<file path="config.mk">
export PLATFORM = sky130hd
export DESIGN_NAME = conversor_formato
export DESIGN_NICKNAME = d
export VERILOG_FILES = /design/src/rtl/conversor_formato_pkg.sv /design/src/rtl/conversor_formato_convertidor_fx.sv /design/src/rtl/conversor_formato.sv
export SDC_FILE = /design/constraint.sdc
export NUM_CORES = 1
export LEC_CHECK = 0
export CAP_MARGIN = 20
export CELL_PAD_IN_SITES_DETAIL_PLACEMENT = 1
export CELL_PAD_IN_SITES_GLOBAL_PLACEMENT = 1
export CORE_ASPECT_RATIO = 0.8
export CORE_MARGIN = 2
export CORE_UTILIZATION = 35
export CTS_CLUSTER_DIAMETER = 200
export DETAILED_ROUTE_END_ITERATION = 6
export HOLD_SLACK_MARGIN = 0.02
export PLACE_DENSITY = 0.81
export RECOVER_POWER = 50
export SLEW_MARGIN = 20
export SYNTH_ARGS = -nofsm -noshare
export SYNTH_HDL_FRONTEND = slang
export SYNTH_SLANG_ARGS = --single-unit
export TNS_END_PERCENT = 5
</file>
<file path="constraint.sdc">
create_clock -name clk -period 3.05 [get_ports clk]
set_input_delay 0.61 -clock clk [delete_from_list [all_inputs] [get_ports clk]]
set_output_delay 0.61 -clock clk [all_outputs]
set_load 0.02 [all_outputs]
</file>
<file path="src/rtl/conversor_formato_pkg.sv">
// Shared constants for the fixed-point format converter.
//   ANCHO       legacy input sample width
//   RESOLUCION  legacy input fractional bits
//   DOBLEANCHO  legacy output sample width
//   state_e     control states of the converter (IDLE / EMIT)
package conversor_formato_pkg;

  localparam int ANCHO      = 16;
  localparam int RESOLUCION = 8;
  localparam int DOBLEANCHO = 2 * ANCHO;

  typedef enum logic {
    IDLE = 1'b0,
    EMIT = 1'b1
  } state_e;

endpackage

</file>
<file path="src/rtl/conversor_formato_convertidor_fx.sv">
// convertidor_fx: combinational conversion of one two's-complement sample
// from IN_W/IN_FRAC to OUT_W/OUT_FRAC.
//   sample    input sample
//   round_en  1 = round half up, 0 = truncate toward -inf
//   sat_en    1 = saturate, 0 = wrap when the integer part overflows
//   value     converted sample
//   ovf       integer part did not fit OUT_W
module convertidor_fx #(
  parameter int IN_W     = 16,
  parameter int IN_FRAC  = 8,
  parameter int OUT_W    = 32,
  parameter int OUT_FRAC = 16
) (
  input  logic [IN_W-1:0]  sample,
  input  logic             round_en,
  input  logic             sat_en,
  output logic [OUT_W-1:0] value,
  output logic             ovf
);

  localparam int SH = (OUT_FRAC >= IN_FRAC) ? OUT_FRAC - IN_FRAC : 0;
  localparam int D  = (IN_FRAC > OUT_FRAC) ? IN_FRAC - OUT_FRAC : 0;
  // Wide enough for the rounding carry, the left shift and the range check.
  localparam int WW = IN_W + 1 + SH + OUT_W;
  // Half an output LSB; zero when no bits are dropped, so rounding is a no-op.
  localparam logic signed [WW-1:0] HALF = (WW'(1) << D) >> 1;

  logic signed [WW-1:0] ext;
  logic signed [WW-1:0] aligned;
  logic                 fits;

  always_comb begin
    ext = {{(WW-IN_W){sample[IN_W-1]}}, sample};
    if (round_en) begin
      ext = ext + HALF;
    end
    aligned = (ext >>> D) <<< SH;
    // Fits when every bit from the output sign bit upward agrees.
    fits = (aligned[WW-1:OUT_W-1] == '0) || (aligned[WW-1:OUT_W-1] == '1);
    ovf  = !fits;
    if (fits || !sat_en) begin
      value = aligned[OUT_W-1:0];
    end else if (aligned[WW-1]) begin
      value = {1'b1, {(OUT_W-1){1'b0}}};
    end else begin
      value = {1'b0, {(OUT_W-1){1'b1}}};
    end
  end

endmodule

</file>
<file path="src/rtl/conversor_formato.sv">
// conversor_formato: accepts a vector of CH samples and emits them one per
// out_ready handshake, each converted by convertidor_fx.
//   clk, reset_n           clock, async active-low reset
//   in_valid/in_ready      vector handshake; in_data channel k at [k*IN_W +: IN_W]
//   round_en, sat_en       conversion mode, captured with the vector
//   out_valid/out_ready    sample handshake
//   out_data, out_ch       converted sample and its channel index
//   out_last, out_ovf      last channel flag, per-sample overflow flag
//   ovf_sticky, clr_ovf    accumulated overflow flag and its clear
module conversor_formato
  import conversor_formato_pkg::*;
#(
  parameter  int CH       = 4,
  parameter  int IN_W     = ANCHO,
  parameter  int IN_FRAC  = RESOLUCION,
  parameter  int OUT_W    = DOBLEANCHO,
  parameter  int OUT_FRAC = 2 * RESOLUCION,
  localparam int CW       = (CH > 1) ? $clog2(CH) : 1
) (
  input  logic               clk,
  input  logic               reset_n,
  input  logic               in_valid,
  output logic               in_ready,
  input  logic [CH*IN_W-1:0] in_data,
  input  logic               round_en,
  input  logic               sat_en,
  output logic               out_valid,
  input  logic               out_ready,
  output logic [OUT_W-1:0]   out_data,
  output logic [CW-1:0]      out_ch,
  output logic               out_last,
  output logic               out_ovf,
  output logic               ovf_sticky,
  input  logic               clr_ovf
);

  state_e              state_q, state_d;
  logic [CW-1:0]       idx_q, idx_d;
  logic [CH*IN_W-1:0]  buf_q, buf_d;
  logic                round_q, round_d;
  logic                sat_q, sat_d;
  logic                sticky_q, sticky_d;

  logic                emit;
  logic                last;
  logic                accept;
  logic [IN_W-1:0]     sample;
  logic [OUT_W-1:0]    conv_value;
  logic                conv_ovf;

  assign emit   = (state_q == EMIT);
  assign last   = emit && (idx_q == CW'(CH - 1));
  assign accept = in_valid && in_ready;

  always_comb begin
    sample = '0;
    for (int unsigned k = 0; k < CH; k++) begin
      if (idx_q == CW'(k)) begin
        sample = buf_q[k*IN_W +: IN_W];
      end
    end
  end

  convertidor_fx #(
    .IN_W    (IN_W),
    .IN_FRAC (IN_FRAC),
    .OUT_W   (OUT_W),
    .OUT_FRAC(OUT_FRAC)
  ) u_conv (
    .sample  (sample),
    .round_en(round_q),
    .sat_en  (sat_q),
    .value   (conv_value),
    .ovf     (conv_ovf)
  );

  assign in_ready   = !emit || (last && out_ready);
  assign out_valid  = emit;
  assign out_ch     = emit ? idx_q : '0;
  assign out_last   = last;
  assign out_data   = emit ? conv_value : '0;
  assign out_ovf    = emit && conv_ovf;
  assign ovf_sticky = sticky_q;

  always_comb begin
    state_d  = state_q;
    idx_d    = idx_q;
    buf_d    = buf_q;
    round_d  = round_q;
    sat_d    = sat_q;
    sticky_d = sticky_q;

    if (emit && out_ready) begin
      if (last) begin
        state_d = IDLE;
      end else begin
        idx_d = idx_q + 1'b1;
      end
    end
    // An accept on the last handshake overrides the return to IDLE.
    if (accept) begin
      state_d = EMIT;
      idx_d   = '0;
      buf_d   = in_data;
      round_d = round_en;
      sat_d   = sat_en;
    end

    // Set takes priority over clear.
    if (clr_ovf) begin
      sticky_d = 1'b0;
    end
    if (out_valid && out_ready && out_ovf) begin
      sticky_d = 1'b1;
    end
  end

  always_ff @(posedge clk or negedge reset_n) begin
    if (!reset_n) begin
      state_q  <= IDLE;
      idx_q    <= '0;
      buf_q    <= '0;
      round_q  <= 1'b0;
      sat_q    <= 1'b0;
      sticky_q <= 1'b0;
    end else begin
      state_q  <= state_d;
      idx_q    <= idx_d;
      buf_q    <= buf_d;
      round_q  <= round_d;
      sat_q    <= sat_d;
      sticky_q <= sticky_d;
    end
  end

endmodule

</file>
# Yosys cells after proc, flatten, opt, wreduce, memory -nomap -nowiden

Cells that the tools add are included.

$lt $le $gt $ge: 0
Reductions and logical operators: 19
Equality and inequality tests: 5
Multiply operators: 0
Mux-type cells: 16
Shift-type cells: 0
Div/mod/pow operators: 0
Bitwise operators: 0
Add/subtract/negate cells: 1

Operator list:

| cell                                                                  | count |
|---|---|
| 32-bit 2-to-1 mux                                                     | 3 |
| 16-bit 2-to-1 mux                                                     | 4 |
| 26-bit equality test, second input constant                           | 1 |
| 26-bit logical NOT                                                    | 1 |
| 2-bit 2-to-1 mux                                                      | 4 |
| 1-bit logical AND                                                     | 6 |
| 2-bit nonzero test                                                    | 3 |
| 1-bit 2-to-1 mux                                                      | 5 |
| 2-bit equality test, second input constant                            | 2 |
| 2-bit AND reduction                                                   | 2 |
| 1-bit logical NOT                                                     | 3 |
| 1-bit logical OR                                                      | 3 |
| 2-bit by 1-bit adder with 2-bit output, second input constant         | 1 |
| 2-bit by 1-bit equality test with 1-bit output, second input constant | 1 |
| 2-bit logical NOT                                                     | 1 |
| 2-bit by 1-bit != test with 1-bit output, second input constant       | 1 |

Register bits: 69
Memories kept: 0
Output and inout bits: 39
ROM bits: 0
Memory bits (writable): 0
Latch bits: 0

# Longest topological paths before layout

Gate-level depths: netlist of run 1.

Depth after elaboration: 11
Mapped depth: 8
Mapped depth without buffers: 5

# Modules after synthesis

Synthesis of run 1 repeated with hierarchy kept, for this count alone.

Cell total of the unflattened synthesis: 295
Area, all modules: 3,699.8 um^2

Modules (own cells, without submodules):

| module            | seq. area each (um^2) | area each (um^2) | instances | cells an instance |
|---|---|---|---|---|
| conversor_formato | 1,751.7               | 3,448.3          | 1         | 261 |
| convertidor_fx    | 0.0                   | 251.5            | 1         | 34 |

# Least setup slack after synthesis of run 1

OpenSTA, ideal clock, no wires.

Path kind: register -> output
From: register idx_q[0]
To: output out_data[24]
Data arrival time: 1.852 ns
Required time: 2.440 ns
Cell stages (with the launch flop): 9
Slack: 0.588 ns
Path buffers: 3
Path through: dfrtp_1 > inv_1 > ha_1 > clkbuf_1 > buf_2 > nand2_1 > o21ai_1 > a32o_1 > buf_4

Longest elaborated chain between the ends: 10

Ends and longest elaborated chain:

| element                                                    | RTL line                               | text |
|---|---|---|
| from (decl)                                                | conversor_formato.sv:38                | `logic [CW-1:0] idx_q, idx_d;` |
| from (signal assigned)                                     | conversor_formato.sv:128               | `idx_q <= idx_d;` |
| 2-bit logical NOT                                          | conversor_formato.sv:58                | `if (idx_q == CW'(k)) begin` |
| 16-bit 2-to-1 mux (3 in a row)                             | conversor_formato.sv:58                |  |
| 16-bit 2-to-1 mux *                                        | conversor_formato.sv:58                |  |
| 26-bit equality test or 26-bit logical NOT (tied branches) | conversor_formato_convertidor_fx.sv:39 | `fits = (aligned[WW-1:OUT_W-1] == '0) \|\| (aligned[WW-1:OUT_W-1] == '1);` |
| 1-bit logical OR                                           | conversor_formato_convertidor_fx.sv:39 |  |
| 1-bit logical OR                                           | conversor_formato_convertidor_fx.sv:41 | `if (fits \|\| !sat_en) begin` |
| 32-bit 2-to-1 mux *                                        | conversor_formato_convertidor_fx.sv:41 |  |
| 32-bit 2-to-1 mux *                                        | conversor_formato.sv:81                | `assign out_data = emit ? conv_value : '0;` |
| to (decl)                                                  | conversor_formato.sv:29                | `output logic [OUT_W-1:0] out_data,` |

Mark *: on every way between the ends. The rest lies on a longest branch, timed or not.

# Worst setup path in the final report of run 1

From: register idx_q[0]
To: output out_data[19]

Same word-level chain as after synthesis.

==> metrics.md, run 1 <==
| Metric | Value |
|---|---|
| Post-DP Area | `0.00458 mm^2` |
| Placer Congestion | `0.731` |
| Total wire length | `9.03 mm` |
| Clock tree buffer depth | `2` |
| R2R Path End | `buf_q[0]` |
| Sequential share of the synthesized area | `0.467` |
| Share of layout cells above drive strength 1 | `0.242` |
| CTS hold repair buffers | `0` |
| Drt initial violations | `54` |
| Via count | `2404` |
| Core area | `0.0101 mm^2` |
| GRT Overall Usage | `0.174` |
| Cell area after layout | `0.00481 mm^2` |
| Failing checks | `capacitance limit, slew limit, setup timing` |
| Post-CTS Setup Bufs | `0` |
| Die Wd | `117 um` |
| Leakage Power | `2.20 nW` |
| F_max | `0.323 GHz` |
| Crit path max fanout | `26` |
| First-pass GRT wire length | `14.3 mm` |
| Largest net degree at the start of global routing | `41` |
| Initial Util | `0.355` |
| CP Data Arrival Time | `2.49 ns` |
| Worst hold slack | `0.485 ns` |
| Mapped cell area | `0.00359 mm^2` |
| Drt wl/cell | `17.9 um` |
| Root Buffer | `clkbuf_16` |
| Main synth FF type | `dfrtp_1` |
| Vias in the first global route | `2730` |
| RR Startpoint | `idx_q[1]` |
| Min-delay worst type | `reg -> reg` |
| CTS buffer count | `9` |
| Commonest non-fill, non-tap cell in the layout | `clkdlybuf4s50_1` |
| Register-to-register setup slack | `0.49 ns` |
| Row count | `33` |
| Pwr Total | `5.70 mW` |
| WHS Path Cells | `1` |
| DP HPWL | `6.13 mm` |
| DRC | `0` |
| RSZ-0062 raised after global routing | `yes` |
| Max-Cap Viols | `1` |
| Period utilization | `1.02` |
| Port Buffers | `96` |
| Worst-Skew Late Latency | `0.33 ns` |
| Crit Path Class | `reg -> out` |
| Initial antenna violation count | `1` |
| TritonRoute pass-1 iters | `4` |
| Via density per instance | `4.78` |
| Post-synth EDFFs | `0` |
| # IOs | `110` |
| Die area | `0.0111 mm^2` |
| Commonest cells after routing, fill and taps aside | `90 x clkdlybuf4s50_1, 67 x dfrtp_1, 55 x mux2_4` |
| Outcome | `finished, violations left` |
| Yosys cell types | `25` |
| Syn_area_per_cell | `13.4 um^2` |
| Synth warn | `0` |
| Number of synthesized register bits | `67` |
| Global route overflow | `0` |
| Slowest CP cell | `clkdlybuf4s50_1` |
| Clock skew | `0.00538 ns` |
| Reg2Reg Depth | `5` |
| Max transition margin | `-0.0376` |
| Startpoint types | `flip-flop` |
| Critical Path Sink Type | `primary output` |
| Actual slew at the worst max-slew pin | `1.56 ns` |
| Final hold vios | `0` |
| VDD IR max | `0.000419 V` |
| Filler cells | `1044` |
| Worst slack, placed | `0.164 ns` |
| Min-delay src | `buf_q[34]` |
| Final Worst Setup Slack | `-0.0505 ns` |
| Nets | `433` |
| Layout Area Growth over Synthesis | `34.1%` |
| # setup viols final | `3` |
| Fin. max-slew vios | `29` |
| Ys async rst share | `1.00` |
| Critical path's largest stage delay | `0.54 ns` |
| TritonCTS clock tree | `yes` |
| # diodes | `0` |
| Die Ht | `94.6 um` |
| Reg clk slew, reported paths | `0.05 ns` |
| PD cells | `1180 mW/mm^2` |
| Sink Count | `67` |
| Endpoint of the worst hold path | `buf_q[34]` |
| H-tree Lvls | `3` |
| CP required | `2.44 ns` |
| Min Tclk post-route | `3.10 ns` |
| Detail Route Antenna Nets | `0` |
| Worst path cell trace | `inv_1 -> ha_2 -> buf_12 -> or2b_1 -> a32o_1 -> clkdlybuf4s50_1` |
| Mapped Cells | `268` |
==> critical path: cells and delay by family (launching register included) <==
kind	cells	cell delay, ns
fa+ha+maj	1	0.32
compound gates	1	0.26
simple gates	1	0.25
flops	1	0.43
buf+inv	3	0.90
==> layout make-up <==
cell class | instances | area [um^2] | area share
inverter | 3 | 11.3 | 0.00234
clock inverter | 2 | 10.0 | 0.00208
clock buffer | 14 | 264 | 0.0548
sequential | 67 | 1680 | 0.348
timing repair buffer | 106 | 1070 | 0.222
multi-input combinational | 171 | 1610 | 0.334
tap | 140 | 175 | 0.0364
==> routing by layer <==
metal / GRT usage / up-vias / share of wire / wire length, um
met5: 0 / - / 0.0013 / 12
met4: 0.0716 / 2 / 0.021 / 194
met1: 0.207 / 1208 / 0.43 / 3850
met2: 0.295 / 69 / 0.50 / 4490
met3: 0.0507 / 17 / 0.053 / 480
li1: - / 1108 / - / -
==> worst max path at each step <==
stage,from,endpoint,cells after the start
after floorplan,idx_q[0],out_data[24],8
after global placement,idx_q[0],out_data[18],6
after detailed placement,idx_q[0],out_data[20],7
after CTS,idx_q[1],out_data[17],7
after global routing,idx_q[0],out_data[19],6
final,idx_q[0],out_data[19],6
==> stage by stage <==
stage,utilization,setup TNS (ns),std cells
global placement,0.452,0,487
floorplan,-,0,277
global route,0.476,-1.27,503
CTS,0.480,-0.365,503
finish,0.476,-0.110,503
detailed placement,0.452,0,487
==> cell usage after synthesis, types with 2 or more instances <==
| cell | number | area share |
|---|---|---|
| dfrtp_1 | 67 | 0.47 |
| mux2_4 | 60 | 0.25 |
| buf_4 | 18 | 0.038 |
| a21oi_1 | 16 | 0.022 |
| a32o_1 | 16 | 0.045 |
| nand2_1 | 16 | 0.017 |
| nand2b_1 | 14 | 0.024 |
| o21ai_0 | 14 | 0.020 |
| clkbuf_1 | 7 | 0.0073 |
| buf_12 | 6 | 0.033 |
| buf_2 | 5 | 0.0070 |
| ha_1 | 4 | 0.014 |
| mux2_2 | 4 | 0.013 |
| or2b_1 | 4 | 0.0084 |
| and2_1 | 3 | 0.0052 |
| inv_1 | 3 | 0.0031 |
| a22o_1 | 2 | 0.0049 |
| o21ai_1 | 2 | 0.0028 |
==> power by group <==
group          switching [mW]  total [mW]  internal, mW
Clock                   0.365       0.958         0.592
Sequential              0.276        1.62          1.34
Combinational            1.41        3.13          1.72
Total                    2.05        5.70          3.65
==> cell families (layout without fill, tap and decap cells) <==
family	Yosys count	count (layout)	synth area share
buffers and inverters	39	125	0.0885
flip-flops	67	67	0.467
adder cells (fa/ha/maj)	4	4	0.0139
AND/OR/NAND/NOR	40	40	0.0631
AO/OA/AOI/OAI	52	52	0.100
other	1	10	0.00104
multiplexers	65	65	0.266
==> sequential cells by signal (all words and copies together), names as in the netlist <==
register	flops
buf_q	64
out_valid	1
idx_q	2
==> what timing repair did <==
| item | 4_1_cts | 5_1_grt |
|---|---|---|
| resized for setup | 5 | 5 |
| hold endpoints to repair | 0 | 0 |
| pin swaps | 0 | 0 |
| setup endpoints to repair | 22 | 21 |
Note: power is estimated with default switching activity, not from simulation.
==> inputs of run 2 (changes only) <==
--- a/config.mk
+++ b/config.mk
@@ -14,8 +14,10 @@
 export CTS_CLUSTER_DIAMETER = 200
 export DETAILED_ROUTE_END_ITERATION = 6
 export HOLD_SLACK_MARGIN = 0.02
+export MAX_ROUTING_LAYER = met4
 export PLACE_DENSITY = 0.81
 export RECOVER_POWER = 50
+export SKIP_LAST_GASP = 1
 export SLEW_MARGIN = 20
 export SYNTH_ARGS = -nofsm -noshare
 export SYNTH_HDL_FRONTEND = slang
==> run 2 against run 1 <==
Effect of this change: the flow still finishes with violations (capacitance limit, slew limit, setup timing); largest power group unchanged; critical path type unchanged; die area stayed put; sequential share of layout area fell by 0.19 points; clock power barely moved; cell count is 0.20% higher.
==> metrics.md, run 2 (same netlist as run 1, synthesis figures left out) <==
| Metric | Value |
|---|---|
| RSZ-0062 raised after global routing | `yes` |
| First-pass GRT wire length | `14.3 mm (+0.29%)` |
| Max transition margin | `-0.0319 (+0.00577)` |
| CP Data Arrival Time | `2.49 ns (about the same)` |
| Largest net degree at the start of global routing | `41 (unchanged)` |
| TritonRoute pass-1 iters | `4 (unchanged)` |
| Root Buffer | `clkbuf_16` |
| Commonest non-fill, non-tap cell in the layout | `clkdlybuf4s50_1` |
| Met3 Use GR | `0.0475 (-0.00321)` |
| Global route overflow | `0 (unchanged)` |
| Critical path's largest stage delay | `0.54 ns (about the same)` |
| Worst path cell trace | `inv_1 -> ha_2 -> buf_12 -> or2b_1 -> a32o_1 -> clkdlybuf4s50_1` |
| Final Worst Setup Slack | `-0.0499 ns (+0.000607 ns)` |
| Leakage Power | `2.19 nW (-0.37%)` |
| Pwr Total | `5.74 mW (+0.69%)` |
| F_max | `0.323 GHz (about the same)` |
| Met1 GRT Util | `0.210 (+0.00283)` |
| Die area | `0.0111 mm^2 (unchanged)` |
| VDD IR max | `0.000420 V (about the same)` |
| Startpoint types | `flip-flop` |
| Met2 GRT Util | `0.295 (unchanged)` |
| Sink Count | `67 (unchanged)` |
| Die Wd | `117 um (unchanged)` |
| Worst-Skew Late Latency | `0.33 ns (about the same)` |
| Max-Cap Viols | `1 (unchanged)` |
| Placer Congestion | `0.740 (+1.2%)` |
| CP required | `2.44 ns (about the same)` |
| Clock skew | `0.00364 ns (-0.00174 ns)` |
| H-tree Lvls | `3 (unchanged)` |
| # IOs | `110 (unchanged)` |
| Fin. max-slew vios | `29 (unchanged)` |
| Post-CTS Setup Bufs | `0 (unchanged)` |
| Largest register FFs | `64 (unchanged)` |
| Detail Route Antenna Nets | `0 (unchanged)` |
| Most Crowded Layer GR | `met2` |
| DRC | `0 (unchanged)` |
| Via count | `2399 (-0.21%)` |
| Most flops, register | `buf_q` |
| Crit path max fanout | `26 (unchanged)` |
| Critical Path Sink Type | `primary output` |
| Period utilization | `1.02 (about the same)` |
| Crit Path Class | `reg -> out` |
| Via density per instance | `4.76 (-0.41%)` |
| Filler-free cell count of the finished design | `504 (+0.20%)` |
| Vias in the first global route | `2728 (-0.073%)` |
| Min Tclk post-route | `3.10 ns (-0.000607 ns)` |
| Nets | `433 (unchanged)` |
| Commonest cells after routing, fill and taps aside | `93 x clkdlybuf4s50_1, 67 x dfrtp_1, 60 x mux2_4` |
| Dpl cells | `487 (unchanged)` |
| Failing checks | `capacitance limit, slew limit, setup timing` |
| Core area | `0.0101 mm^2 (unchanged)` |
| Die Ht | `94.6 um (unchanged)` |
| Row count | `33 (unchanged)` |
| Reg clk slew, reported paths | `0.05 ns (about the same)` |
| # setup viols final | `3 (unchanged)` |
| Layout Area Growth over Synthesis | `34.8%` |
| Slowest CP cell | `clkdlybuf4s50_1` |
| Initial Util | `0.355 (unchanged)` |
| DP HPWL | `6.13 mm (unchanged)` |
| Outcome | `finished, violations left` |
| Filler cells | `1042 (-0.19%)` |
| Total wire length | `8.98 mm (-0.56%)` |
| Share of layout cells above drive strength 1 | `0.253 (+0.0110)` |
| CTS buffer count | `9 (unchanged)` |
| GRT Overall Usage | `0.180 (+0.00582)` |
| Actual slew at the worst max-slew pin | `1.55 ns (-0.00866 ns)` |
| TritonCTS clock tree | `yes` |
| Drt wl/cell | `17.8 um (-0.76%)` |
| Min-delay worst type | `reg -> reg` |
| Initial antenna violation count | `1 (unchanged)` |
| Clock tree buffer depth | `2 (unchanged)` |
| Port Buffers | `96 (unchanged)` |
| Final hold vios | `0 (unchanged)` |
| Drt initial violations | `62 (+15%)` |
| PD cells | `1190 mW/mm^2 (+0.14%)` |
==> run 2: critical path: cells and delay by family (launching register included) <==
| family | cells | cell delay [ns] |
|---|---|---|
| AO/OA/AOI/OAI | 1 | 0.26 |
| adder cells (fa/ha/maj) | 1 | 0.32 |
| buffers and inverters | 3 | 0.89 |
| flip-flops | 1 | 0.43 |
| AND/OR/NAND/NOR | 1 | 0.25 |
==> run 2: final cells by class <==
| class | count | area (um^2) | share of cell area |
|---|---|---|---|
| multi-input cells | 171 | 1640 | 0.338 |
| repair buffers | 106 | 1060 | 0.220 |
| diodes | 1 | 2.50 | 0.000517 |
| flip-flops and latches | 67 | 1680 | 0.346 |
| clock inverters | 2 | 10.0 | 0.00207 |
| well taps | 140 | 175 | 0.0362 |
| clock buffers | 14 | 264 | 0.0545 |
| inverters | 3 | 11.3 | 0.00233 |
==> run 2: what timing repair did <==
action,CTS,global route
resized for setup,4,1
hold buffers,0,0
endpoints found under the setup margin,22,22
==> run 2: stage by stage <==
stage	setup slack, ns	TNS [ns]	util	instance area [um^2]	hold WS (ns)
finish	-0.0499	-0.102	0.479	4840	0.501
CTS	-0.0761	-0.378	0.480	4850	0.339
global route	-0.133	-2.16	0.479	4840	0.522
detailed placement	0.164	0	0.452	4580	0.489
floorplan	0.588	0	-	3620	0.314
global placement	0.286	0	0.452	4580	0.485
==> run 2: worst paths after layout <==
path,depth (start not counted),startpoint,slack (ns),to
max,6,idx_q[0],-0.05,out_data[19]
max reg2reg,5,idx_q[0],1.03,buf_q[0]
min in group asynchronous,1,reset_n,0.65,buf_q[63]
max in group asynchronous,2,reset_n,0.67,buf_q[12]
min,1,buf_q[35],0.50,buf_q[35]
min reg2reg,1,buf_q[35],0.50,buf_q[35]
==> run 2: power breakdown <==
group / internal, mW / switching, mW / total [mW]
clock network: 0.592 / 0.368 / 0.961
logic: 1.75 / 1.41 / 3.16
registers: 1.34 / 0.277 / 1.62
==> run 2: routing by layer <==
metal | vias up | wire length (um)
met4 | 0 | 210
met5 | - | 0
met3 | 16 | 461
met2 | 67 | 4440
met1 | 1208 | 3870
li1 | 1108 | -
